**config.mk**
```make
export PLATFORM = sky130hd
export DESIGN_NAME = alu_seq_flat
export DESIGN_NICKNAME = d
export VERILOG_FILES = /design/src/rtl/alu_pkg.sv /design/src/rtl/alu_seq_if.sv /design/src/rtl/alu_iter_unit.sv /design/src/rtl/alu_seq.sv /design/src/flat_wrapper.sv
export SDC_FILE = /design/constraint.sdc
export NUM_CORES = 1
export LEC_CHECK = 0
export BUFFER_PORTS_ARGS = -buffer_cell sky130_fd_sc_hd__buf_2
export CAP_MARGIN = 20
export CORE_MARGIN = 2
export CORE_UTILIZATION = 56
export DETAILED_ROUTE_END_ITERATION = 10
export PLACE_DENSITY = 0.76
export SYNTH_ARGS = -nofsm -noshare
export SYNTH_HDL_FRONTEND = slang
export SYNTH_SLANG_ARGS = --single-unit
```
**constraint.sdc**
```tcl
create_clock -name clk -period 3.3 [get_ports clk]
set_clock_uncertainty 0.15 [all_clocks]
set_input_delay 0.66 -clock clk [delete_from_list [all_inputs] [get_ports clk]]
set_output_delay 0.66 -clock clk [all_outputs]
set_load 0.01 [all_outputs]
```
**src/rtl/alu_pkg.sv**
```systemverilog
// Shared definitions for the sequential ALU: opcode map, PSR bit positions,
// control FSM states and iteration-unit operation select.
package alu_pkg;

  localparam logic [7:0] OP_ADD    = 8'h00;
  localparam logic [7:0] OP_ADDI   = 8'h01;
  localparam logic [7:0] OP_ADDU   = 8'h02;
  localparam logic [7:0] OP_ADDUI  = 8'h03;
  localparam logic [7:0] OP_ADDC   = 8'h04;
  localparam logic [7:0] OP_ADDCI  = 8'h05;
  localparam logic [7:0] OP_ADDCU  = 8'h06;
  localparam logic [7:0] OP_ADDCUI = 8'h07;
  localparam logic [7:0] OP_SUB    = 8'h08;
  localparam logic [7:0] OP_SUBI   = 8'h09;
  localparam logic [7:0] OP_CMP    = 8'h0A;
  localparam logic [7:0] OP_CMPI   = 8'h0B;
  localparam logic [7:0] OP_CMPU   = 8'h0C;
  localparam logic [7:0] OP_AND    = 8'h0D;
  localparam logic [7:0] OP_OR     = 8'h0E;
  localparam logic [7:0] OP_XOR    = 8'h0F;
  localparam logic [7:0] OP_NOT    = 8'h10;
  localparam logic [7:0] OP_LSH    = 8'h11;
  localparam logic [7:0] OP_LSHI   = 8'h12;
  localparam logic [7:0] OP_RSH    = 8'h13;
  localparam logic [7:0] OP_RSHI   = 8'h14;
  localparam logic [7:0] OP_ALSH   = 8'h15;
  localparam logic [7:0] OP_ARSH   = 8'h16;
  localparam logic [7:0] OP_NOP    = 8'h17;
  localparam logic [7:0] OP_MUL    = 8'h18;

  localparam int FLAG_Z = 4;
  localparam int FLAG_C = 3;
  localparam int FLAG_F = 2;
  localparam int FLAG_L = 1;
  localparam int FLAG_N = 0;

  typedef enum logic {IDLE, ITER} state_e;

  typedef enum logic [1:0] {IT_SHL, IT_SHR, IT_SAR, IT_MUL} iter_op_e;

endpackage

```
**src/rtl/alu_seq_if.sv**
```systemverilog
// Operand/result bundle between decode (master) and the sequential ALU (slave).
interface alu_seq_if #(
  parameter int WIDTH = 16
);
  logic             in_valid;
  logic             in_ready;
  logic [7:0]       opcode;
  logic [WIDTH-1:0] a;
  logic [WIDTH-1:0] b;
  logic             out_valid;
  logic [WIDTH-1:0] result;
  logic [4:0]       flags;

  modport master (
    output in_valid, opcode, a, b,
    input  in_ready, out_valid, result, flags
  );

  modport slave (
    input  in_valid, opcode, a, b,
    output in_ready, out_valid, result, flags
  );
endinterface

```
**src/rtl/alu_iter_unit.sv**
```systemverilog
// Serial one-bit-per-cycle shifter and shift-add multiplier with step counter.
// done flags the final step; result/high_nz are the values after that step.
module alu_iter_unit
  import alu_pkg::*;
#(
  parameter int WIDTH = 16,
  parameter int SHW   = $clog2(WIDTH) + 1
) (
  input  logic             clk,
  input  logic             rst_n,
  input  logic             load,
  input  iter_op_e         op,
  input  logic [SHW-1:0]   amount,
  input  logic [WIDTH-1:0] a,
  input  logic [WIDTH-1:0] b,
  output logic             done,
  output logic [WIDTH-1:0] result,
  output logic             high_nz
);

  iter_op_e         op_r;
  logic [SHW-1:0]   cnt;
  logic [WIDTH-1:0] lo;
  logic [WIDTH-1:0] hi;
  logic [WIDTH-1:0] mcand;
  logic [WIDTH-1:0] lo_nx;
  logic [WIDTH-1:0] hi_nx;
  logic [WIDTH:0]   psum;

  // MUL keeps the product in {hi, lo}; the multiplier shifts out of lo as
  // partial-sum bits shift in from hi.
  always_comb begin
    psum  = {1'b0, hi} + (lo[0] ? {1'b0, mcand} : '0);
    lo_nx = lo;
    hi_nx = hi;
    case (op_r)
      IT_SHL: lo_nx = {lo[WIDTH-2:0], 1'b0};
      IT_SHR: lo_nx = {1'b0, lo[WIDTH-1:1]};
      IT_SAR: lo_nx = {lo[WIDTH-1], lo[WIDTH-1:1]};
      IT_MUL: begin
        hi_nx = psum[WIDTH:1];
        lo_nx = {psum[0], lo[WIDTH-1:1]};
      end
      default: ;
    endcase
  end

  assign done    = (cnt == SHW'(1));
  assign result  = lo_nx;
  assign high_nz = |hi_nx;

  always_ff @(posedge clk or negedge rst_n) begin
    if (!rst_n) begin
      op_r  <= IT_SHL;
      cnt   <= '0;
      lo    <= '0;
      hi    <= '0;
      mcand <= '0;
    end else if (load) begin
      op_r <= op;
      cnt  <= amount;
      hi   <= '0;
      if (op == IT_MUL) begin
        lo    <= b;
        mcand <= a;
      end else begin
        lo    <= a;
        mcand <= '0;
      end
    end else if (cnt != '0) begin
      cnt <= cnt - SHW'(1);
      lo  <= lo_nx;
      hi  <= hi_nx;
    end
  end

endmodule

```
**src/rtl/alu_seq.sv**
```systemverilog
// Clocked ALU: single-cycle ops registered at accept, shifts and MUL run in
// the iteration unit; PSR flags persist across operations.
module alu_seq
  import alu_pkg::*;
#(
  parameter int WIDTH = 16,
  parameter int SHW   = $clog2(WIDTH) + 1
) (
  input  logic      clk,
  input  logic      rst_n,
  alu_seq_if.slave  bus
);

  state_e           state;
  state_e           state_nx;
  logic [WIDTH-1:0] result_r;
  logic [WIDTH-1:0] res_nx;
  logic [4:0]       flags_r;
  logic [4:0]       flg_nx;
  logic [4:0]       mul_flags;
  logic             out_valid_r;
  logic             mul_pend;
  logic             accept;
  logic             is_iter;
  iter_op_e         iop;
  logic [SHW-1:0]   k_shift;
  logic [SHW-1:0]   amt;
  logic             cin;
  logic [WIDTH:0]   sum;
  logic [WIDTH:0]   diff;
  logic             add_ovf;
  logic             sub_ovf;
  logic             it_done;
  logic [WIDTH-1:0] it_result;
  logic             it_high;

  assign bus.in_ready  = (state == IDLE);
  assign bus.out_valid = out_valid_r;
  assign bus.result    = result_r;
  assign bus.flags     = flags_r;

  assign accept = bus.in_valid & bus.in_ready;

  assign cin = (bus.opcode inside {OP_ADDC, OP_ADDCI, OP_ADDCU, OP_ADDCUI}) & flags_r[FLAG_C];
  assign sum  = {1'b0, bus.a} + {1'b0, bus.b} + {{WIDTH{1'b0}}, cin};
  assign diff = {1'b0, bus.a} - {1'b0, bus.b};
  assign add_ovf = (bus.a[WIDTH-1] == bus.b[WIDTH-1]) & (sum[WIDTH-1] != bus.a[WIDTH-1]);
  assign sub_ovf = (bus.a[WIDTH-1] != bus.b[WIDTH-1]) & (diff[WIDTH-1] != bus.a[WIDTH-1]);

  always_comb begin
    if (bus.b == '0)
      k_shift = SHW'(1);
    else if (bus.b >= WIDTH'(WIDTH))
      k_shift = SHW'(WIDTH);
    else
      k_shift = bus.b[SHW-1:0];
  end

  always_comb begin
    res_nx  = result_r;
    flg_nx  = flags_r;
    is_iter = 1'b0;
    iop     = IT_SHL;
    amt     = k_shift;
    case (bus.opcode)
      OP_ADD, OP_ADDI, OP_ADDC, OP_ADDCI: begin
        res_nx         = sum[WIDTH-1:0];
        flg_nx         = '0;
        flg_nx[FLAG_F] = add_ovf;
        flg_nx[FLAG_Z] = (sum[WIDTH-1:0] == '0);
      end
      OP_ADDU, OP_ADDUI, OP_ADDCU, OP_ADDCUI: begin
        res_nx         = sum[WIDTH-1:0];
        flg_nx         = '0;
        flg_nx[FLAG_C] = sum[WIDTH];
        flg_nx[FLAG_Z] = (sum[WIDTH-1:0] == '0);
      end
      OP_SUB, OP_SUBI: begin
        res_nx         = diff[WIDTH-1:0];
        flg_nx         = '0;
        flg_nx[FLAG_F] = sub_ovf;
        flg_nx[FLAG_Z] = (diff[WIDTH-1:0] == '0);
      end
      OP_CMP, OP_CMPI: begin
        flg_nx         = '0;
        flg_nx[FLAG_Z] = (bus.a == bus.b);
        flg_nx[FLAG_N] = ($signed(bus.a) < $signed(bus.b));
        flg_nx[FLAG_L] = (bus.a < bus.b);
      end
      OP_CMPU: begin
        flg_nx         = '0;
        flg_nx[FLAG_Z] = (bus.a == bus.b);
        flg_nx[FLAG_L] = (bus.a < bus.b);
      end
      OP_AND: begin res_nx = bus.a & bus.b; flg_nx = '0; end
      OP_OR:  begin res_nx = bus.a | bus.b; flg_nx = '0; end
      OP_XOR: begin res_nx = bus.a ^ bus.b; flg_nx = '0; end
      OP_NOT: begin res_nx = ~bus.a;        flg_nx = '0; end
      OP_LSH, OP_LSHI, OP_ALSH: begin is_iter = 1'b1; iop = IT_SHL; end
      OP_RSH:                   begin is_iter = 1'b1; iop = IT_SHR; end
      OP_RSHI, OP_ARSH:         begin is_iter = 1'b1; iop = IT_SAR; end
      OP_MUL: begin
        is_iter = 1'b1;
        iop     = IT_MUL;
        amt     = SHW'(WIDTH);
      end
      OP_NOP: ;
      default: begin
        res_nx = '0;
        flg_nx = '0;
      end
    endcase
  end

  always_comb begin
    mul_flags         = '0;
    mul_flags[FLAG_Z] = (it_result == '0);
    mul_flags[FLAG_C] = it_high;
  end

  always_comb begin
    state_nx = state;
    case (state)
      IDLE:    if (accept && is_iter) state_nx = ITER;
      ITER:    if (it_done) state_nx = IDLE;
      default: state_nx = IDLE;
    endcase
  end

  always_ff @(posedge clk or negedge rst_n) begin
    if (!rst_n) state <= IDLE;
    else        state <= state_nx;
  end

  always_ff @(posedge clk or negedge rst_n) begin
    if (!rst_n) begin
      result_r    <= '0;
      flags_r     <= '0;
      out_valid_r <= 1'b0;
      mul_pend    <= 1'b0;
    end else begin
      out_valid_r <= 1'b0;
      if (accept && !is_iter) begin
        result_r    <= res_nx;
        flags_r     <= flg_nx;
        out_valid_r <= 1'b1;
      end else if (accept) begin
        mul_pend <= (iop == IT_MUL);
      end else if (state == ITER && it_done) begin
        result_r    <= it_result;
        out_valid_r <= 1'b1;
        if (mul_pend) flags_r <= mul_flags;
      end
    end
  end

  alu_iter_unit #(
    .WIDTH (WIDTH),
    .SHW   (SHW)
  ) u_iter (
    .clk     (clk),
    .rst_n   (rst_n),
    .load    (accept & is_iter),
    .op      (iop),
    .amount  (amt),
    .a       (bus.a),
    .b       (bus.b),
    .done    (it_done),
    .result  (it_result),
    .high_nz (it_high)
  );

endmodule

```
**src/flat_wrapper.sv**
```systemverilog
// flat-port wrapper written by rule: the top's interface ports become plain ports
module alu_seq_flat import alu_pkg::*;
#(
  parameter int WIDTH = 16,
  parameter int SHW   = $clog2(WIDTH) + 1
)
  (clk, rst_n, bus_in_valid, bus_opcode, bus_a, bus_b, bus_in_ready, bus_out_valid, bus_result, bus_flags);
  alu_seq_if #(.WIDTH(WIDTH)) bus_i ();
  input  logic clk;
  input  logic rst_n;
  input wire logic [$bits(bus_i.in_valid)-1:0] bus_in_valid;
  input wire logic [$bits(bus_i.opcode)-1:0] bus_opcode;
  input wire logic [$bits(bus_i.a)-1:0] bus_a;
  input wire logic [$bits(bus_i.b)-1:0] bus_b;
  output wire logic [$bits(bus_i.in_ready)-1:0] bus_in_ready;
  output wire logic [$bits(bus_i.out_valid)-1:0] bus_out_valid;
  output wire logic [$bits(bus_i.result)-1:0] bus_result;
  output wire logic [$bits(bus_i.flags)-1:0] bus_flags;
  assign bus_i.in_valid = bus_in_valid;
  assign bus_i.opcode = bus_opcode;
  assign bus_i.a = bus_a;
  assign bus_i.b = bus_b;
  assign bus_in_ready = bus_i.in_ready;
  assign bus_out_valid = bus_i.out_valid;
  assign bus_result = bus_i.result;
  assign bus_flags = bus_i.flags;
  alu_seq #(.WIDTH(WIDTH), .SHW(SHW)) u_core (.clk(clk), .rst_n(rst_n), .bus(bus_i));
endmodule
```
[After elaboration in Yosys (flattened, before gate mapping)]
Index checks and enable logic that the tools add are counted.
Word-level totals
  register bits after elaboration: 79
  latch bits: 0
  bits in writable memories: 0
  bits in read-only memories: 0
  input port bits: 43
  output and inout port bits: 23
  word-level logic and storage cells: 125
  memories: 0
Operators by class
  add/subtract/negate cells: 5
  multiply operators: 0
  divide/modulo/power cells: 0
  order comparisons: 3
  equality and inequality tests: 37
  shift-type cells: 0
  muxes and demuxes: 31
  bitwise operators: 11
  reductions and logical operators: 28
Operators by type and width (number)
  $mux W16: 11
  $pmux W16 S7: 1
  $eq A8 B5 Y1 const B: 9
  $eq A8 B4 Y1 const B: 8
  $logic_not A16 Y1: 4
  $pmux W16 S4: 1
  $mux W5: 9
  $eq A8 B3 Y1 const B: 4
  $lt A16 B16 Y1: 2
  $pmux W5 S6: 1
  $add A16 B16 Y17: 1
  $add A16 B17 Y17: 1
  $add A17 B1 Y17: 1
  $and A16 B16 Y16: 1
  $eq A16 B16 Y1: 1
  $eq A8 B2 Y1 const B: 2
  $ge A16 B5 Y1 const B: 1
  $not A16 Y16: 1
  $or A16 B16 Y16: 1
  $reduce_or A16 Y1: 1
  $reduce_or A8 Y1: 2
  $sub A16 B16 Y16: 1
  $xor A16 B16 Y16: 1
  $reduce_or A11 Y1: 1
  other kinds (26): 49

[Longest topological paths before layout]
Gate-level depths: netlist of run 1.
  depth in word-level cells: 8
  gate-level depth with buffers: 17
  mapped depth without buffers: 15

[Hierarchy]
Synthesis of run 1 repeated with hierarchy kept, for this count alone.
Second synthesis, totals
  cell total of the unflattened synthesis: 1023
  area, all modules: 8159.1 µm²
Modules (own cells, without submodules)
  alu_seq: times used 1, cells each 595, area each 4365.4 µm², seq. area each 600.6 µm²
  alu_iter_unit: times used 1, cells each 428, area each 3793.6 µm², seq. area each 1376.3 µm²

[Least setup slack after synthesis of run 1]
Ideal clock, no wire load.
  path type: input to register
  start point: input bus_opcode[5]
  end point: register u_core.flags_r[4], in the netlist u_core.bus.flags[4]
  setup time: 0.126 ns
  data arrival time: 3.694 ns
  data required time: 3.024 ns
  slack: -0.670 ns
  stages: 16
  path buffers: 1
  cells stage by stage: nor4_2 > and2_1 > clkbuf_1 > and3_1 > fa_1 > inv_1 > fa_1 > nor2b_1 > o2111a_1 > or3_1 > nand2_1 > or3_1 > a21oi_1 > nand4b_1 > nor4_1 > o32a_1
Between the ends
  word-level cells in the longest chain between the ends: 7
  elaborated cells on any way between the ends: 41
  classes of those cells: 1 x add/sub; 22 x eq/ne; 3 x mux; 1 x bitwise; 14 x reduce/logical
RTL lines
  start: declaration: RTL line flat_wrapper.sv:12  | input wire logic [$bits(bus_i.opcode)-1:0] bus_opcode;
  $eq A8 B3 Y1 or $eq A8 B5 Y1 (tied branches): RTL line alu_seq.sv:44, alu_seq.sv:65
  $reduce_bool A4 Y1 or $reduce_or A7 Y1 (tied branches)
  $and A1 B1 Y1 or $mux W1 (tied branches): RTL line alu_seq.sv:44, alu_seq.sv:65
  $add A17 B1 Y17 or $logic_not A1 Y1 (tied branches): RTL line alu_seq.sv:45, alu_seq.sv:143
  $logic_not A16 Y1 or $logic_and A1 B1 Y1 (tied branches): RTL line alu_seq.sv:70, alu_seq.sv:76, alu_seq.sv:143
  $pmux W5 S6, or another cell as far along: RTL line alu_seq.sv:65  | case (bus.opcode)
  $mux W5 or $reduce_and A4 Y1 (tied branches)
  end signal: assignment: RTL line alu_seq.sv:145  | flags_r <= flg_nx;
  end signal: assignment: RTL line alu_seq.sv:152  | if (mul_pend) flags_r <= mul_flags;
  end: declaration: RTL line alu_seq.sv:18  | logic [4:0] flags_r;
Several ways; a longest one is shown, not always the timed one.
A chain may end at the register's enable or synchronous reset.

[Final worst setup path of run 1]
  start point: input bus_opcode[4]
  end point: register u_core.flags_r[4], in the netlist u_core.bus.flags[4]
The elaborated chain is that of the path after synthesis.

==> reports/qor.yml, run 1 <==
synth_ff_type: "dfrtp_1"
slowest_stage: "fa_2"
fin_area_um2: 9900
tns_ns: -0.255
drv_slew: 0
htreeDepth: 3
portBuffers: 65
cts_made_buffers: 9
drtAntennaViolNets: 0
final_common_cell: "buf_4"
layout_common_cells: "148 x buf_4, 86 x nand2_1, 84 x nor2_1, 79 x dfrtp_1, 72 x a21oi_1"
clock.fmax_ghz: 0.293
fin_ws_ns: -0.116
globalplace.congestion: 0.987
criticalPathCategory: "primary input to register"
clk_latency_ns: 0.34
cp.arrival_ns: 3.55
drc: 0
cts_buffer_depth: 2
syn_inst: 969
hold_viol: 0
yosys.area.top_type: "dfrtp_1"
diodes: 0
drtIter0Drc: 852
rows: 43
nFillCells: 1121
netlist_area_um2: 7780
globalRouteTotalUtil_pct: 36.0
synthTopCellsByArea: "dfrtp_1 25%, ha_1 11%, a21oi_1 5.0%"
dieArea_um2: 14900
seq_area_frac_synth_pct: 25.4
grt_pass1_vias: 7859
critPathRequiredTime_ns: 3.43
min_path_type: "register to register"
worst_path_most_repeated_cell: "fa_2"
synth_edf_count: 0
fin_crit_sh_pct: 104
yosys_warnings: 0
postSynthAreaPerCell_um2: 8.03
drive_gt1_share_pct: 27.0
slowest_delay_ns: 0.35
yosys.cell_types.count: 82
leakage_nw: 4.57
synth_top_area_share_pct: 25.4
grt_setup_unrepaired: "yes"
nNetsFinal: 1254
via_count: 8472
p_per_area_nw_per_um2: 495
tightest_slew_ns: 0.624
clkTransAtPathRegs_ns: 0.06
cts_tree: "done"
slew_headroom_pct: 58.4
setup_viol: 4
cts_sinks: 79
core_um2: 13700
critPathLaunchType: "primary input"
io_pins: 66
ir_worst_vdd_mv: 0.243
path_max_fanout: 3
area_delta_synth_final_pct: 27.1
dp_hpwl_um: 20500
grt_max_degree: 80
die_x_um: 122
synthArstFlopShare_pct: 100
ys_ff_latch: 79
critPathCaptureType: "register"
grt_pass1_wl_um: 41100
detail_route.wl_per_cell_um: 20.5
die_h_um: 122
path_cells: "buf_8 -> nor4_4 -> and2_4 -> and3_4 -> fa_2 -> inv_2 -> fa_2 -> nor2b_2 -> o2111a_2 -> buf_6 -> o31ai_4 -> a31oi_4 -> buf_4 -> o211ai_1 -> nor4_1 -> o32a_1"
first_pass_iters: 5
via_per_inst: 6.41
period_needed_ns: 3.42
antenna_found_initial: 0
outcome: "complete, but fails checks"
synth_nets: 1083
place_area_um2: 9180
drv_cap: 0
drt_wl_total_um: 27100
grt_overflow: 0
cts_root_buffer: "clkbuf_16"
violations: "negative setup slack"
start_util_pct: 56.7
==> logic make-up after synthesis <==
logic type	after synthesis	synth area share, %
AOI/OAI and AO/OA	321	29.0
DFF	79	25.4
xor gates and xnor gates	36	4.05
muxes	25	3.25
and+or+nand+nor	315	20.2
adders and majority gates	71	11.8
buffers and inverters	122	6.32
==> layout make-up <==
class                      instances  area, um^2  area share (%)
clock inverter                     1        7.51          0.0759
timing repair buffer             218        1580            15.9
clock buffer                      12         246            2.49
tap                              180         225            2.28
sequential                        79        1980            20.0
inverter                          64         243            2.45
multi-input combinational        768        5620            56.8
==> synth_stat cells, types with 18 or more instances <==
| library cell | instances |
|---|---|
| nor3_1 | 22 |
| clkbuf_1 | 40 |
| o211ai_1 | 26 |
| mux2i_1 | 23 |
| nand2_1 | 87 |
| xnor2_1 | 27 |
| a21oi_1 | 78 |
| nor2_1 | 87 |
| inv_1 | 63 |
| a22o_1 | 18 |
| ha_1 | 67 |
| nand3_1 | 22 |
| o21ai_0 | 54 |
| and2_1 | 23 |
| dfrtp_1 | 79 |
==> routing by layer <==
layer	up-vias	global-route usage [%]	wire length, um
met5	-	0	0
met4	0	15.6	1270
met3	89	4.40	1920
met2	463	60.6	13100
met1	4038	46.5	10800
li1	3882	-	-
==> worst paths after layout <==
| check | start | endpoint | slack (ns) | cells after the start |
|---|---|---|---|---|
| min in group asynchronous | rst_n | u_core.bus.flags[0] | 0.53 | 2 |
| worst min register to register | u_core.bus.result[1] | u_core.bus.result[1] | 0.34 | 1 |
| max in group asynchronous | rst_n | u_core.bus.result[7] | 1.90 | 3 |
| worst max-delay path | bus_opcode[4] | u_core.bus.flags[4] | -0.12 | 16 |
| worst min-delay path | u_core.bus.result[1] | u_core.bus.result[1] | 0.34 | 1 |
| worst max register to register | u_core.bus.flags[3] | u_core.bus.flags[4] | -0.04 | 13 |
==> power breakdown <==
part	leakage [nW]	internal [mW]	switching [mW]	total [mW]
clock network	0.121	0.517	0.368	0.886
registers	0.986	1.29	0.304	1.60
logic	3.46	1.06	1.36	2.42
==> critical path, delay by kind of cell <==
kind | cells | cell delay [ns]
adders and majority gates | 2 | 0.55
AOI/OAI and AO/OA | 5 | 0.82
and+or+nand+nor | 5 | 1.11
buffers and inverters | 4 | 0.40
==> sequential cells by signal, summed over array words and instances, names as in the netlist <==
signal,flops
u_core.u_iter.mcand,16
u_core.state,1
u_core.bus.result,16
u_core.u_iter.lo,16
u_core.bus.out_valid,1
u_core.u_iter.op_r,2
u_core.mul_pend,1
u_core.u_iter.cnt,5
u_core.bus.flags,5
u_core.u_iter.hi,16
==> through the flow <==
| step | hold WS, ns | worst slack [ns] | cells | total power, mW | utilization (%) |
|---|---|---|---|---|---|
| finish | 0.336 | -0.116 | 1322 | 4.90 | 72.1 |
| global route | 0.356 | -0.219 | 1322 | 5.21 | 72.1 |
| CTS | 0.337 | -0.151 | 1313 | 4.75 | 69.4 |
| detailed placement | 0.325 | -0.545 | 1294 | 3.83 | 66.9 |
| global placement | 0.330 | -0.505 | 1294 | 3.78 | 66.9 |
| floorplan | 0.214 | -0.451 | 969 | 3.00 | - |
==> timing repair <==
action / in CTS / in global routing
resized for setup: 15 / 63
pin swaps: 20 / 43
hold buffers: 0 / 1
hold endpoints to repair: 0 / 5
setup buffers: 7 / 8
endpoints found under the setup margin: 7 / 19
No activity file was read; power rests on OpenSTA's default activity.
==> run 2, diff against run 1 <==
Settings changed: CELL_PAD_IN_SITES_DETAIL_PLACEMENT set to 0, CELL_PAD_IN_SITES_GLOBAL_PLACEMENT set to 1, CORE_UTILIZATION 56 to 42.
==> reports/qor.yml, run 2 (synthesis results as in run 1) <==
start_util_pct: 43.0  # -14 points
clock.fmax_ghz: 0.289  # -1.3%
cts_root_buffer: "clkbuf_16"
area_delta_synth_final_pct: 28.2
grt_max_degree: 52  # -35%
worst_path_most_repeated_cell: "fa_2"
slew_headroom_pct: 53.4  # -5.0 points
via_per_inst: 5.89  # -8.1%
grt_setup_unrepaired: "yes"
r2r_cells: 13  # unchanged
met2_usage_pct: 49.0  # -12 points
dieArea_um2: 19600  # +32%
slowest_delay_ns: 0.35  # about the same
path_max_fanout: 3  # unchanged
grt_pass1_wl_um: 44200  # +7.5%
violations: "design-rule violations, negative setup slack"
die_h_um: 140  # +15%
first_pass_iters: 9  # +4
core_um2: 18100  # +32%
die_x_um: 140  # +15%
globalplace.congestion: 0.978  # -0.89%
nNetsFinal: 1266  # +0.96%
critPathCaptureType: "register"
diodes: 0  # unchanged
drt_wl_total_um: 27800  # +2.7%
cts_sinks: 79  # unchanged
tightest_slew_ns: 0.700  # +0.0756 ns
htreeDepth: 3  # unchanged
dp_hpwl_um: 22200  # +8.2%
hold_viol: 0  # unchanged
hold_ws_ns: 0.201  # -0.135 ns
place_inst: 1364  # +5.4%
grt_overflow: 0  # unchanged
final_common_cell: "buf_4"
fin_ws_ns: -0.160  # -0.0441 ns
critPathLaunchType: "primary input"
leakage_nw: 4.65  # +1.7%
ir_worst_vdd_mv: 0.255  # +5.1%
detail_route.wl_per_cell_um: 20.1  # -2.1%
globalRouteTotalUtil_pct: 28.7  # -7.2 points
r2r_start: "u_core.bus.flags[3]"
r2r-end: "u_core.bus.flags[4]"
drv_slew: 0  # unchanged
portBuffers: 65  # unchanged
critPathRequiredTime_ns: 3.37  # -0.06 ns
grt_pass1_vias: 7976  # +1.5%
drtAntennaViolNets: 0  # unchanged
endpoint: "u_core.bus.flags[4]"
antenna_found_initial: 0  # unchanged
via_count: 8161  # -3.7%
tns_ns: -0.439  # -0.184 ns
criticalPathCategory: "primary input to register"
drc: 1  # +1
fin_crit_sh_pct: 105  # +1.3 points
busiest_layer: "met2"
post-route-util_pct: 55.2  # -17 points
cp.arrival_ns: 3.53  # -0.02 ns
drive_gt1_share_pct: 26.3  # -0.70 points
slowest_stage: "fa_2"
critPathLaunch: "bus_opcode[6]"
instances_no_fill: 1386  # +4.8%
setup_viol: 5  # +1
clk_latency_ns: 0.34  # about the same
met1_usage_pct: 38.3  # -8.2 points
layout_common_cells: "159 x buf_4, 86 x nand2_1, 85 x nor2_1, 79 x dfrtp_1, 73 x a21oi_1"
path_cells: "buf_8 -> nor4_4 -> and2_4 -> and3_4 -> fa_2 -> inv_2 -> fa_2 -> nor2b_2 -> o2111a_2 -> or3_4 -> nand2_2 -> or3_1 -> a21oi_2 -> nand4b_1 -> nor4_2 -> o32a_1"
p_per_area_nw_per_um2: 506  # +2.3%
drtIter0Drc: 634  # -26%
cts_buffer_depth: 2  # unchanged
cts_made_buffers: 9  # unchanged
min_path_type: "primary input to async pin"
rows: 49  # +14%
cts_tree: "done"
reg2reg_slack_ns: 0.02  # +0.06 ns
period_needed_ns: 3.46  # +0.0441 ns
clkTransAtPathRegs_ns: 0.06  # about the same
io_pins: 66  # unchanged
drv_cap: 0  # unchanged
outcome: "complete, but fails checks"
use_met3_pct: 2.63  # -1.8 points
run 2: layout make-up:
cell class	count	area, um^2
tap	229	287
sequential	79	1980
timing repair buffer	230	1680
fill	1764	8110
inverter	64	240
multi-input combinational	768	5480
clock inverter	5	81.3
clock buffer	11	243
run 2: layer usage:
layer | wire length (um) | part of all wire (%) | up-vias
li1 | - | - | 3927
met1 | 12100 | 44 | 3936
met2 | 13500 | 48 | 236
met3 | 1290 | 4.6 | 62
met4 | 969 | 3.5 | 0
met5 | 0 | 0 | -
run 2: what timing repair did:
action | 4_1_cts | 5_1_grt
endpoints found under the setup margin | 6 | 18
buffers inserted | 5 | 1
resized for setup | 16 | 27
pin swaps | 7 | 12
hold buffers | 0 | 0
run 2: power by group:
part / switching [mW] / total, mW / leakage (nW) / internal (mW)
Clock: 0.395 / 1.08 / 0.156 / 0.683
Sequential: 0.296 / 1.59 / 0.986 / 1.29
Combinational: 1.33 / 2.39 / 3.51 / 1.06
run 2: stage by stage:
step           power, mW  instance area [um^2]  setup WS [ns]
6_report            5.05                  9980         -0.160
5_1_grt             5.40                  9980         -0.294
4_1_cts             5.03                  9850         -0.125
3_5_place_dp        3.91                  9430         -0.620
3_3_place_gp        3.89                  9430         -0.565
2_1_floorplan       3.00                  7820         -0.451
run 2: worst min-delay path by stage:
stage                    startpoint                   end  depth (start not counted)
6_report                      rst_n          u_core.state                          1
5_1_grt                       rst_n  u_core.bus.result[1]                          1
4_1_cts                       rst_n          u_core.state                          1
3_5_place_dp   u_core.bus.result[1]  u_core.bus.result[1]                          1
3_3_place_gp   u_core.bus.result[1]  u_core.bus.result[1]                          1
2_1_floorplan                 rst_n   u_core.bus.flags[0]                          0
run 2: critical path, delay by kind of cell:
family / cells / cell delay (ns)
AOI/OAI and AO/OA: 3 / 0.67
adders and majority gates: 2 / 0.55
buffers and inverters: 2 / 0.14
and+or+nand+nor: 9 / 1.49
